<file path="config.mk">
export PLATFORM = sky130hd
export DESIGN_NAME = czonotope_stream_out
export DESIGN_NICKNAME = d
export VERILOG_FILES = /design/src/rtl/czonotope_stream_out.sv
export SDC_FILE = /design/constraint.sdc
export NUM_CORES = 1
export LEC_CHECK = 0
export BUFFER_PORTS_ARGS = -buffer_cell sky130_fd_sc_hd__buf_2
export CAP_MARGIN = 0
export CORE_MARGIN = 4
export CORE_UTILIZATION = 35
export DETAILED_ROUTE_END_ITERATION = 8
export PLACE_DENSITY_LB_ADDON = 0.05
export SLEW_MARGIN = 25
export SYNTH_ARGS = -nofsm -noshare
export SYNTH_HDL_FRONTEND = slang
export SYNTH_SLANG_ARGS = --single-unit
export TNS_END_PERCENT = 20
</file>
<file path="constraint.sdc">
create_clock -name clk_i -period 5.7 [get_ports clk_i]
set_input_delay 1.71 -clock clk_i [delete_from_list [all_inputs] [get_ports clk_i]]
set_output_delay 1.71 -clock clk_i [all_outputs]
set_load 0.005 [all_outputs]
</file>
<file path="src/rtl/czonotope_stream_out.sv">
// Serialises a result CZonotope (c, G row-major, A row-major, b) from sync-read memories onto a valid/ready stream.
// Optional leading header word (tag 0, {nc,ng,n}) when CZ_STREAM_HEADER_EN is defined.
module czonotope_stream_out #(
  parameter int NMAX       = 3,
  parameter int NGMAX      = 15,
  parameter int NCMAX      = 12,
  parameter int DATA_WIDTH = 32,
  localparam int NW = $clog2(NMAX) + 1,
  localparam int GW = $clog2(NGMAX) + 1,
  localparam int CW = $clog2(NCMAX) + 1
) (
  input  logic                  clk_i,
  input  logic                  rstn_i,
  input  logic                  start_i,
  input  logic [NW-1:0]         n_i,
  input  logic [GW-1:0]         ng_i,
  input  logic [CW-1:0]         nc_i,
  output logic [NW-1:0]         c_addr,
  input  logic [DATA_WIDTH-1:0] c_rdata,
  output logic [NW-1:0]         G_raddr,
  output logic [GW-1:0]         G_caddr,
  input  logic [DATA_WIDTH-1:0] G_rdata,
  output logic [CW-1:0]         A_raddr,
  output logic [GW-1:0]         A_caddr,
  input  logic [DATA_WIDTH-1:0] A_rdata,
  output logic [CW-1:0]         b_addr,
  input  logic [DATA_WIDTH-1:0] b_rdata,
  output logic                  m_valid,
  input  logic                  m_ready,
  output logic [DATA_WIDTH-1:0] m_data,
  output logic [2:0]            m_tag,
  output logic                  m_last,
  output logic                  busy,
  output logic                  done,
  output logic                  err
);

  typedef enum logic [2:0] {IDLE, SEC_C, SEC_G, SEC_A, SEC_B, DRAIN} state_t;

  state_t                  state, first_sec, nxt_sec, after_c, after_g, after_a, ent_sec;
  logic [NW-1:0]           n_q, dn;
  logic [GW-1:0]           ng_q, dng;
  logic [CW-1:0]           nc_q, dnc;
  logic                    idle, has_c, has_g, has_a, has_b, bad;
  logic                    sec_end, issue, ent_en, pop, push;
  logic [2:0]              occ, sec_tag;
  logic                    rd_vld, rd_last, hdr_pend, hdr_last;
  logic [2:0]              rd_tag;
  logic [1:0]              cnt;
  logic [DATA_WIDTH-1:0]   rd_dat, hdr_word, push_dat, b1_dat;
  logic [2:0]              push_tag, b1_tag;
  logic                    push_last, b1_last;

  always_comb begin
    idle  = (state == IDLE);
    // section skipping is decided from live dims at start, latched dims afterwards
    dn    = idle ? n_i  : n_q;
    dng   = idle ? ng_i : ng_q;
    dnc   = idle ? nc_i : nc_q;
    has_c = (dn != '0);
    has_g = has_c && (dng != '0);
    has_b = (dnc != '0);
    has_a = has_b && (dng != '0);
    after_a   = has_b ? SEC_B : DRAIN;
    after_g   = has_a ? SEC_A : after_a;
    after_c   = has_g ? SEC_G : after_g;
    first_sec = has_c ? SEC_C : after_c;
    bad = (n_i > NW'(NMAX)) || (ng_i > GW'(NGMAX)) || (nc_i > CW'(NCMAX));

    sec_end = 1'b0;
    nxt_sec = DRAIN;
    sec_tag = 3'd0;
    case (state)
      SEC_C: begin
        sec_end = (c_addr == n_q - NW'(1));
        nxt_sec = after_c;
        sec_tag = 3'd1;
      end
      SEC_G: begin
        sec_end = (G_raddr == n_q - NW'(1)) && (G_caddr == ng_q - GW'(1));
        nxt_sec = after_g;
        sec_tag = 3'd2;
      end
      SEC_A: begin
        sec_end = (A_raddr == nc_q - CW'(1)) && (A_caddr == ng_q - GW'(1));
        nxt_sec = after_a;
        sec_tag = 3'd3;
      end
      SEC_B: begin
        sec_end = (b_addr == nc_q - CW'(1));
        nxt_sec = DRAIN;
        sec_tag = 3'd4;
      end
      default: ;
    endcase

    pop = m_valid & m_ready;
    // slots claimed after this edge; a pop this cycle frees one, so full rate needs no bubble
    occ   = 3'(cnt) + 3'(rd_vld) + 3'(hdr_pend) - 3'(pop);
    issue = (state inside {SEC_C, SEC_G, SEC_A, SEC_B}) && (occ < 3'd2);

    ent_en  = (idle && start_i && !bad) || (issue && sec_end);
    ent_sec = idle ? first_sec : nxt_sec;

    case (rd_tag)
      3'd1:    rd_dat = c_rdata;
      3'd2:    rd_dat = G_rdata;
      3'd3:    rd_dat = A_rdata;
      default: rd_dat = b_rdata;
    endcase

    hdr_word = '0;
    hdr_word[NW-1:0]  = n_q;
    hdr_word[8 +: GW] = ng_q;
    hdr_word[16 +: CW] = nc_q;

    push      = rd_vld | hdr_pend;
    push_dat  = hdr_pend ? hdr_word : rd_dat;
    push_tag  = hdr_pend ? 3'd0 : rd_tag;
    push_last = hdr_pend ? hdr_last : rd_last;
  end

  assign m_valid = (cnt != 2'd0);

  always_ff @(posedge clk_i or negedge rstn_i) begin
    if (!rstn_i) begin
      state    <= IDLE;
      n_q      <= '0;
      ng_q     <= '0;
      nc_q     <= '0;
      c_addr   <= '0;
      G_raddr  <= '0;
      G_caddr  <= '0;
      A_raddr  <= '0;
      A_caddr  <= '0;
      b_addr   <= '0;
      rd_vld   <= 1'b0;
      rd_last  <= 1'b0;
      rd_tag   <= '0;
      hdr_pend <= 1'b0;
      hdr_last <= 1'b0;
      cnt      <= '0;
      m_data   <= '0;
      m_tag    <= '0;
      m_last   <= 1'b0;
      b1_dat   <= '0;
      b1_tag   <= '0;
      b1_last  <= 1'b0;
      busy     <= 1'b0;
      done     <= 1'b0;
      err      <= 1'b0;
    end else begin
      done     <= 1'b0;
      hdr_pend <= 1'b0;
      rd_vld   <= issue;
      if (issue) begin
        rd_tag  <= sec_tag;
        rd_last <= sec_end && (nxt_sec == DRAIN);
      end

      // two-entry output buffer: head entry drives the stream ports directly
      if (push && !pop) begin
        cnt <= cnt + 2'd1;
        if (cnt == 2'd0) {m_data, m_tag, m_last} <= {push_dat, push_tag, push_last};
        else             {b1_dat, b1_tag, b1_last} <= {push_dat, push_tag, push_last};
      end else if (!push && pop) begin
        cnt <= cnt - 2'd1;
        {m_data, m_tag, m_last} <= {b1_dat, b1_tag, b1_last};
      end else if (push && pop) begin
        if (cnt == 2'd1) begin
          {m_data, m_tag, m_last} <= {push_dat, push_tag, push_last};
        end else begin
          {m_data, m_tag, m_last} <= {b1_dat, b1_tag, b1_last};
          {b1_dat, b1_tag, b1_last} <= {push_dat, push_tag, push_last};
        end
      end

      case (state)
        IDLE: if (start_i) begin
          n_q  <= n_i;
          ng_q <= ng_i;
          nc_q <= nc_i;
          busy <= 1'b1;
          err  <= bad;
          if (bad) begin
            state <= DRAIN;
          end else begin
            state    <= first_sec;
            hdr_last <= (first_sec == DRAIN);
`ifdef CZ_STREAM_HEADER_EN
            hdr_pend <= 1'b1;
`endif
          end
        end
        SEC_C, SEC_G, SEC_A, SEC_B: if (issue) begin
          if (sec_end) begin
            state <= nxt_sec;
          end else begin
            case (state)
              SEC_C: c_addr <= c_addr + NW'(1);
              SEC_G: if (G_caddr == ng_q - GW'(1)) begin
                G_caddr <= '0;
                G_raddr <= G_raddr + NW'(1);
              end else G_caddr <= G_caddr + GW'(1);
              SEC_A: if (A_caddr == ng_q - GW'(1)) begin
                A_caddr <= '0;
                A_raddr <= A_raddr + CW'(1);
              end else A_caddr <= A_caddr + GW'(1);
              default: b_addr <= b_addr + CW'(1);
            endcase
          end
        end
        DRAIN: if ((cnt == 2'd0) && !rd_vld && !hdr_pend) begin
          done  <= 1'b1;
          busy  <= 1'b0;
          state <= IDLE;
        end
        default: state <= IDLE;
      endcase

      // only the section being entered rewinds its addresses; others keep their last value
      if (ent_en) begin
        case (ent_sec)
          SEC_C: c_addr <= '0;
          SEC_G: begin G_raddr <= '0; G_caddr <= '0; end
          SEC_A: begin A_raddr <= '0; A_caddr <= '0; end
          SEC_B: b_addr <= '0;
          default: ;
        endcase
      end
    end
  end

endmodule
</file>
# --- Word-level counts from Yosys, hierarchy flattened ---
# Index checks and enable logic that the tools add are counted.
# Widths: inputs -> output; s select.
totals:
  reg_bits: 124
  output_inout_bits: 66
classes:
  add_sub_neg: 13
  order_cmp: 4
  eq_ne: 28
  muxes: 95
  bitwise: 1
  reduce_logical: 37
op_table:
  columns: ["operator", "count"]
  rows:
  - ["$mux 32", 10]
  - ["$mux 5", 29]
  - ["$mux 3", 33]
  - ["$pmux 32 s3", 1]
  - ["$add 5x1->5 const B", 4]
  - ["$eq 5x5->1", 4]
  - ["$eq 3x2->1 const B", 6]
  - ["$pmux 3 s3", 2]
  - ["$mux 1", 15]
  - ["$ne 2x2->1 const B", 7]
  - ["$logic_and 1x1->1", 13]
  - ["$eq 3x3->1 const B", 4]
  - ["$pmux 3 s4", 1]
  - ["$gt 5x4->1 const B", 2]
  - ["$reduce_bool 5->1", 2]
  - ["$sub 5x1->5 const B", 2]
  - ["$eq 3x1->1 const B", 3]
  - ["$reduce_and 4->1", 2]
  - ["$reduce_bool 2->1", 4]
  - ["$add 3x1->3 const B", 2]
  - ["$eq 3x3->1", 2]
  - ["$reduce_bool 3->1", 2]
  - ["$mux 2", 2]
  - ["$pmux 1 s4", 1]
  - ["20 further kinds", 25]

# --- Depth between registers and ports, before layout ---
depth:
  depth_word: 11
  mapped_depth: 15
  mapped_depth_nobuf: 15

# --- Least setup slack after synthesis ---
# No wires, ideal clock.
synth_timing:
  kind: "input port to flip-flop"
  startpoint: "input m_ready"
  endpoint: "register G_raddr[1]"
  setup_ns: 0.130
  arrival_ns: 3.880
  t_required_ns: 5.570
  setup_slack_ns: 1.690
  stages: 12
  n_path_buf: 1
  cell_sequence: "nand2_1 -> inv_1 -> ha_1 -> nand2b_1 -> fa_1 -> xnor2_1 -> and2_1 -> clkbuf_1 -> nand2_1 -> nor4_4 -> mux2i_1 -> nor2_1"
synth_via:
  elab_chain_cells: 8
  elab_cells_between_ends: 10
  classes_between: "add/sub: 1; order compare: 1; mux: 4; bitwise: 1; reduce/logical: 3"
synth_lines:
  columns: ["element", "line_no", "text"]
  rows:
  - ["start, declared", "29", "input logic m_ready,"]
  - ["$and 1x1->1 *", "97", "pop = m_valid & m_ready;"]
  - ["$sub 3x1->3 *", "99", "occ = 3'(cnt) + 3'(rd_vld) + 3'(hdr_pend) - 3'(pop);"]
  - ["$lt 3x2->1 *", "100", "issue = (state inside {SEC_C, SEC_G, SEC_A, SEC_B}) && (occ < 3'd2);"]
  - ["$logic_and 1x1->1 *", "100", null]
  - ["$mux 3", "195", "SEC_C, SEC_G, SEC_A, SEC_B: if (issue) begin"]
  - ["$mux 3", "178", "case (state)"]
  - ["$mux 3", "223", "case (ent_sec)"]
  - ["$mux 3 *", "222", "if (ent_en) begin"]
  - ["end signal, assigned", "203", "G_raddr <= G_raddr + NW'(1);"]
  - ["end, declared", "20", "output logic [NW-1:0] G_raddr,"]
# Every way passes the cells marked *; elsewhere a longest branch is shown, timed or not.
# A chain may end at the register's enable or synchronous reset.

# --- Worst setup path in the final report ---
layout_timing:
  startpoint: "input m_ready"
  endpoint: "register A_caddr[2]"
layout_via:
  elab_chain_cells: 8
  elab_cells_between_ends: 10
  classes_between: "add/sub: 1; order compare: 1; mux: 4; bitwise: 1; reduce/logical: 3"
layout_lines:
  columns: ["element", "line_no", "text"]
  rows:
  - ["$and 1x1->1 *", "97", null]
  - ["$sub 3x1->3 *", "99", null]
  - ["$lt 3x2->1 *", "100", null]
  - ["$logic_and 1x1->1 *", "100", null]
  - ["$mux 5", "195", null]
  - ["$mux 5", "178", null]
  - ["$mux 5", "223", null]
  - ["$mux 5 *", "222", null]
  - ["end signal, assigned", "208", "end else A_caddr <= A_caddr + GW'(1);"]
  - ["end, declared", "24", "output logic [GW-1:0] A_caddr,"]
# Marks and branches as above.

==> results.sh <==
export IMPL_placed_cell_area_sq_um=8930
export IMPL_route_detailed_drc=0
export IMPL_p_leak_nw=4.48
export IMPL_status="complete, no violations"
export IMPL_postCtsSetupBuffers=0
export IMPL_yosysSeqAreaShare_pct=40.8
export IMPL_finalClockSkew_ns=0.0118
export IMPL_grt_total_usage_pct=18.3
export IMPL_io_pin_count=211
export IMPL_critPathArrivalTime_ns=4.37
export IMPL_synth_top_area_cell="dfrtp_1"
export IMPL_fmax_mhz=244
export IMPL_cts_hold_buf=0
export IMPL_area_growth_pct=25.4
export IMPL_grt_pass1_wl_mm=35.3
export IMPL_die_width_um=155
export IMPL_h_tree_depth=4
export IMPL_powerDensity_nw_per_um2=472
export IMPL_coreArea_sq_um=21200
export IMPL_grt_max_degree=94
export IMPL_n_antenna_cell=0
export IMPL_cp_start_kind="input port"
export IMPL_viasPerCell=5.09
export IMPL_drtAntennaViolNets=0
export IMPL_synth_nets=941
export IMPL_end_kind="flop"
export IMPL_routedWlPerCell_um=17.3
export IMPL_synth_ff_type="dfrtp_1"
export IMPL_slowest_delay_ns=0.67
export IMPL_ir_drop_mv=0.219
export IMPL_rsz0062_at_grt="false"
export IMPL_r2r_slack_ns=2.07
export IMPL_post_route_period_util_pct=72.0
export IMPL_yosysTopAreaCellShare_pct=40.8
export IMPL_period_needed_ns=4.10
export IMPL_critPathMaxFanout=11
export IMPL_relSlewSlack_pct=38.1
export IMPL_hp_class="reg2reg"
export IMPL_cp_slowest_cell="a211oi_2"
export IMPL_syn_inst=780
export IMPL_clock_sinks=124
export IMPL_antenna_found_initial=0
export IMPL_layout_nets=1130
export IMPL_numCtsBuffers=17
export IMPL_critPathTopFamily="compound AO/OA/AOI/OAI gates"
export IMPL_worst_skew_pair_late_latency_ns=0.41
export IMPL_async_reset_ff_share_pct=100
export IMPL_dp_hpwl_mm=15.8
export IMPL_hold_viol=0
export IMPL_worst_pin_slew_ns=0.928
export IMPL_clk_pin_slew_ns=0.06
export IMPL_rows=53
export IMPL_cts_tree="done"
export IMPL_yosys_warnings=0
export IMPL_finalMaxSlewViolations=0
export IMPL_synth_edf_count=0
export IMPL_final_cell_area_sq_um=9530
export IMPL_cp_num_buf_inv=2
export IMPL_ys_types=66
export IMPL_finalHoldWorstSlack_ns=0.471
export IMPL_start_util_pct=35.8
export IMPL_netlist_top_cells_area="dfrtp_1 (41%), mux2_2 (10%), o21ai_0 (5.9%)"
export IMPL_wirelength_mm=21.8
export IMPL_drive_gt1_share_pct=35.1
export IMPL_gp_routability_congestion=0.859
export IMPL_via_count=6402
export IMPL_cap_violations=0
export IMPL_grt_pass1_vias=6547
export IMPL_avgSynthCellArea_sq_um=9.75
export IMPL_cts_resized=0
export IMPL_synthesis_area_sq_um=7600
export IMPL_cts_path_max_buffers=2
export IMPL_die_height_um=155
export IMPL_setup_viol=0
export IMPL_worstPathCellList="buf_2 -> nand2_1 -> inv_1 -> ha_1 -> nand2b_1 -> fa_1 -> xnor2_1 -> o211ai_1 -> o21a_1 -> a211oi_2 -> a211oi_1"
export IMPL_synth_ff_latch_count=124
export IMPL_first_pass_iters=5
export IMPL_setup_worst_path_class="in2reg"
export IMPL_port_buffers=210
export IMPL_root_buffer="clkbuf_16"
export IMPL_die_area_sq_um=24100
export IMPL_grt_overflow=0
export IMPL_fin_tns_setup_ns=0
export IMPL_crit_required_ns=5.97
export IMPL_dr_first_iter_drc_count=247
[worst paths after layout]
path                                        from                endpoint  depth (start not counted)
max                                      m_ready    A_caddr[2]$_DFF_PN0_                         11
min in group asynchronous                 rstn_i  m_data[22]$_DFFE_PN0P_                          1
max reg2reg                   cnt[1]$_DFFE_PN0P_    A_caddr[2]$_DFF_PN0_                         13
min reg2reg                m_data[4]$_DFFE_PN0P_   m_data[4]$_DFFE_PN0P_                          2
min                        m_data[4]$_DFFE_PN0P_   m_data[4]$_DFFE_PN0P_                          2
max in group asynchronous                 rstn_i  m_data[11]$_DFFE_PN0P_                          2
[registers in the layout, indices dropped and copies added, names as in the netlist]
| signal | flops |
|---|---|
| b1_dat | 32 |
| m_last | 1 |
| n_q | 3 |
| rd_tag | 3 |
| done | 1 |
| c_addr | 3 |
| A_raddr | 5 |
| b1_last | 1 |
| A_caddr | 5 |
| m_data | 32 |
| m_tag | 3 |
| b_addr | 5 |
| ng_q | 5 |
| rd_last | 1 |
| G_raddr | 3 |
| b1_tag | 3 |
| G_caddr | 5 |
| state | 3 |
| cnt | 2 |
| rd_vld | 1 |
| nc_q | 5 |
| err | 1 |
| busy | 1 |
[cells in the mapped netlist, types with 8 or more instances]
cell      number
nand4_1        8
dfrtp_1      124
xnor2_1       29
a21oi_1       19
buf_2          9
nand3_1       16
a22oi_1       36
o21ai_0       89
mux2_2        68
xor2_1        18
nor2_1        22
ha_1          15
mux2i_1       42
nor2b_1        9
nor3_1        17
inv_1         19
nand2_1      114
clkbuf_1      30
[final cells by class]
class	instances	area, sq um
repair buffers	220	1150
clock buffers	21	460
fillers	2136	11700
flip-flops and latches	124	3100
well taps	275	344
clock inverters	11	143
inverters	19	71.3
multi-input cells	587	4260
[kinds of logic after synthesis]
| logic type | Yosys count | share of synthesized area, % |
|---|---|---|
| buffers and inverters | 69 | 3.65 |
| muxes | 110 | 15.6 |
| AOI/OAI and AO/OA | 186 | 16.0 |
| and+or+nand+nor | 222 | 14.1 |
| adders and majority gates | 17 | 2.86 |
| xor gates and xnor gates | 52 | 7.03 |
| DFF | 124 | 40.8 |
[report_power, final]
part           internal, W  switching, W  total [W]
combinational     0.000900       0.00103    0.00193
clock             0.000709      0.000399    0.00111
sequential         0.00122      0.000245    0.00146
[through the flow]
stage	cells	power [W]	worst slack, ns	utilization [%]
2_1_floorplan	780	0.00283	1.69	-
3_3_place_gp	1224	0.00341	1.13	42.0
3_5_place_dp	1225	0.00345	1.12	42.1
4_1_cts	1257	0.00458	1.57	44.9
5_1_grt	1257	0.00487	1.22	44.9
6_report	1257	0.00450	1.60	44.9
[cell usage in the layout, fill, tap and decap left out, types with 5 or more instances in the layout]
master,instances
xnor2_1,29
xor2_1,18
ha_1,15
nor2b_1,8
mux2i_1,42
buf_4,9
nand4_1,8
o31ai_1,5
dfrtp_1,123
a211oi_1,7
mux2_2,68
nor2_1,21
a22oi_1,36
o21ai_0,89
and3_1,6
nor3_1,17
nand3_1,16
inv_1,19
buf_2,209
clkbuf_16,17
a21oi_1,17
nand2_1,114
[worst register-to-register path, cell delays in order, from the launching register on]
cell and delay (ns):
dfrtp_1 0.43, inv_1 0.09, ha_1 0.25, inv_1 0.13
nand2_1 0.08, inv_1 0.16, ha_1 0.25, nand2b_1 0.15
fa_1 0.38, xnor2_1 0.21, o211ai_1 0.27, o21a_1 0.24
a211oi_2 0.67, a211oi_1 0.17
[layer usage]
layer | global-route usage, % | vias to the layer above | wire, um
li1 | - | 3167 | -
met5 | 0 | - | 0
met1 | 23.6 | 3081 | 9820
met2 | 31.6 | 148 | 10800
met4 | 4.75 | 0 | 108
met3 | 3.31 | 6 | 1060
Power figures use the tool's default switching activity.
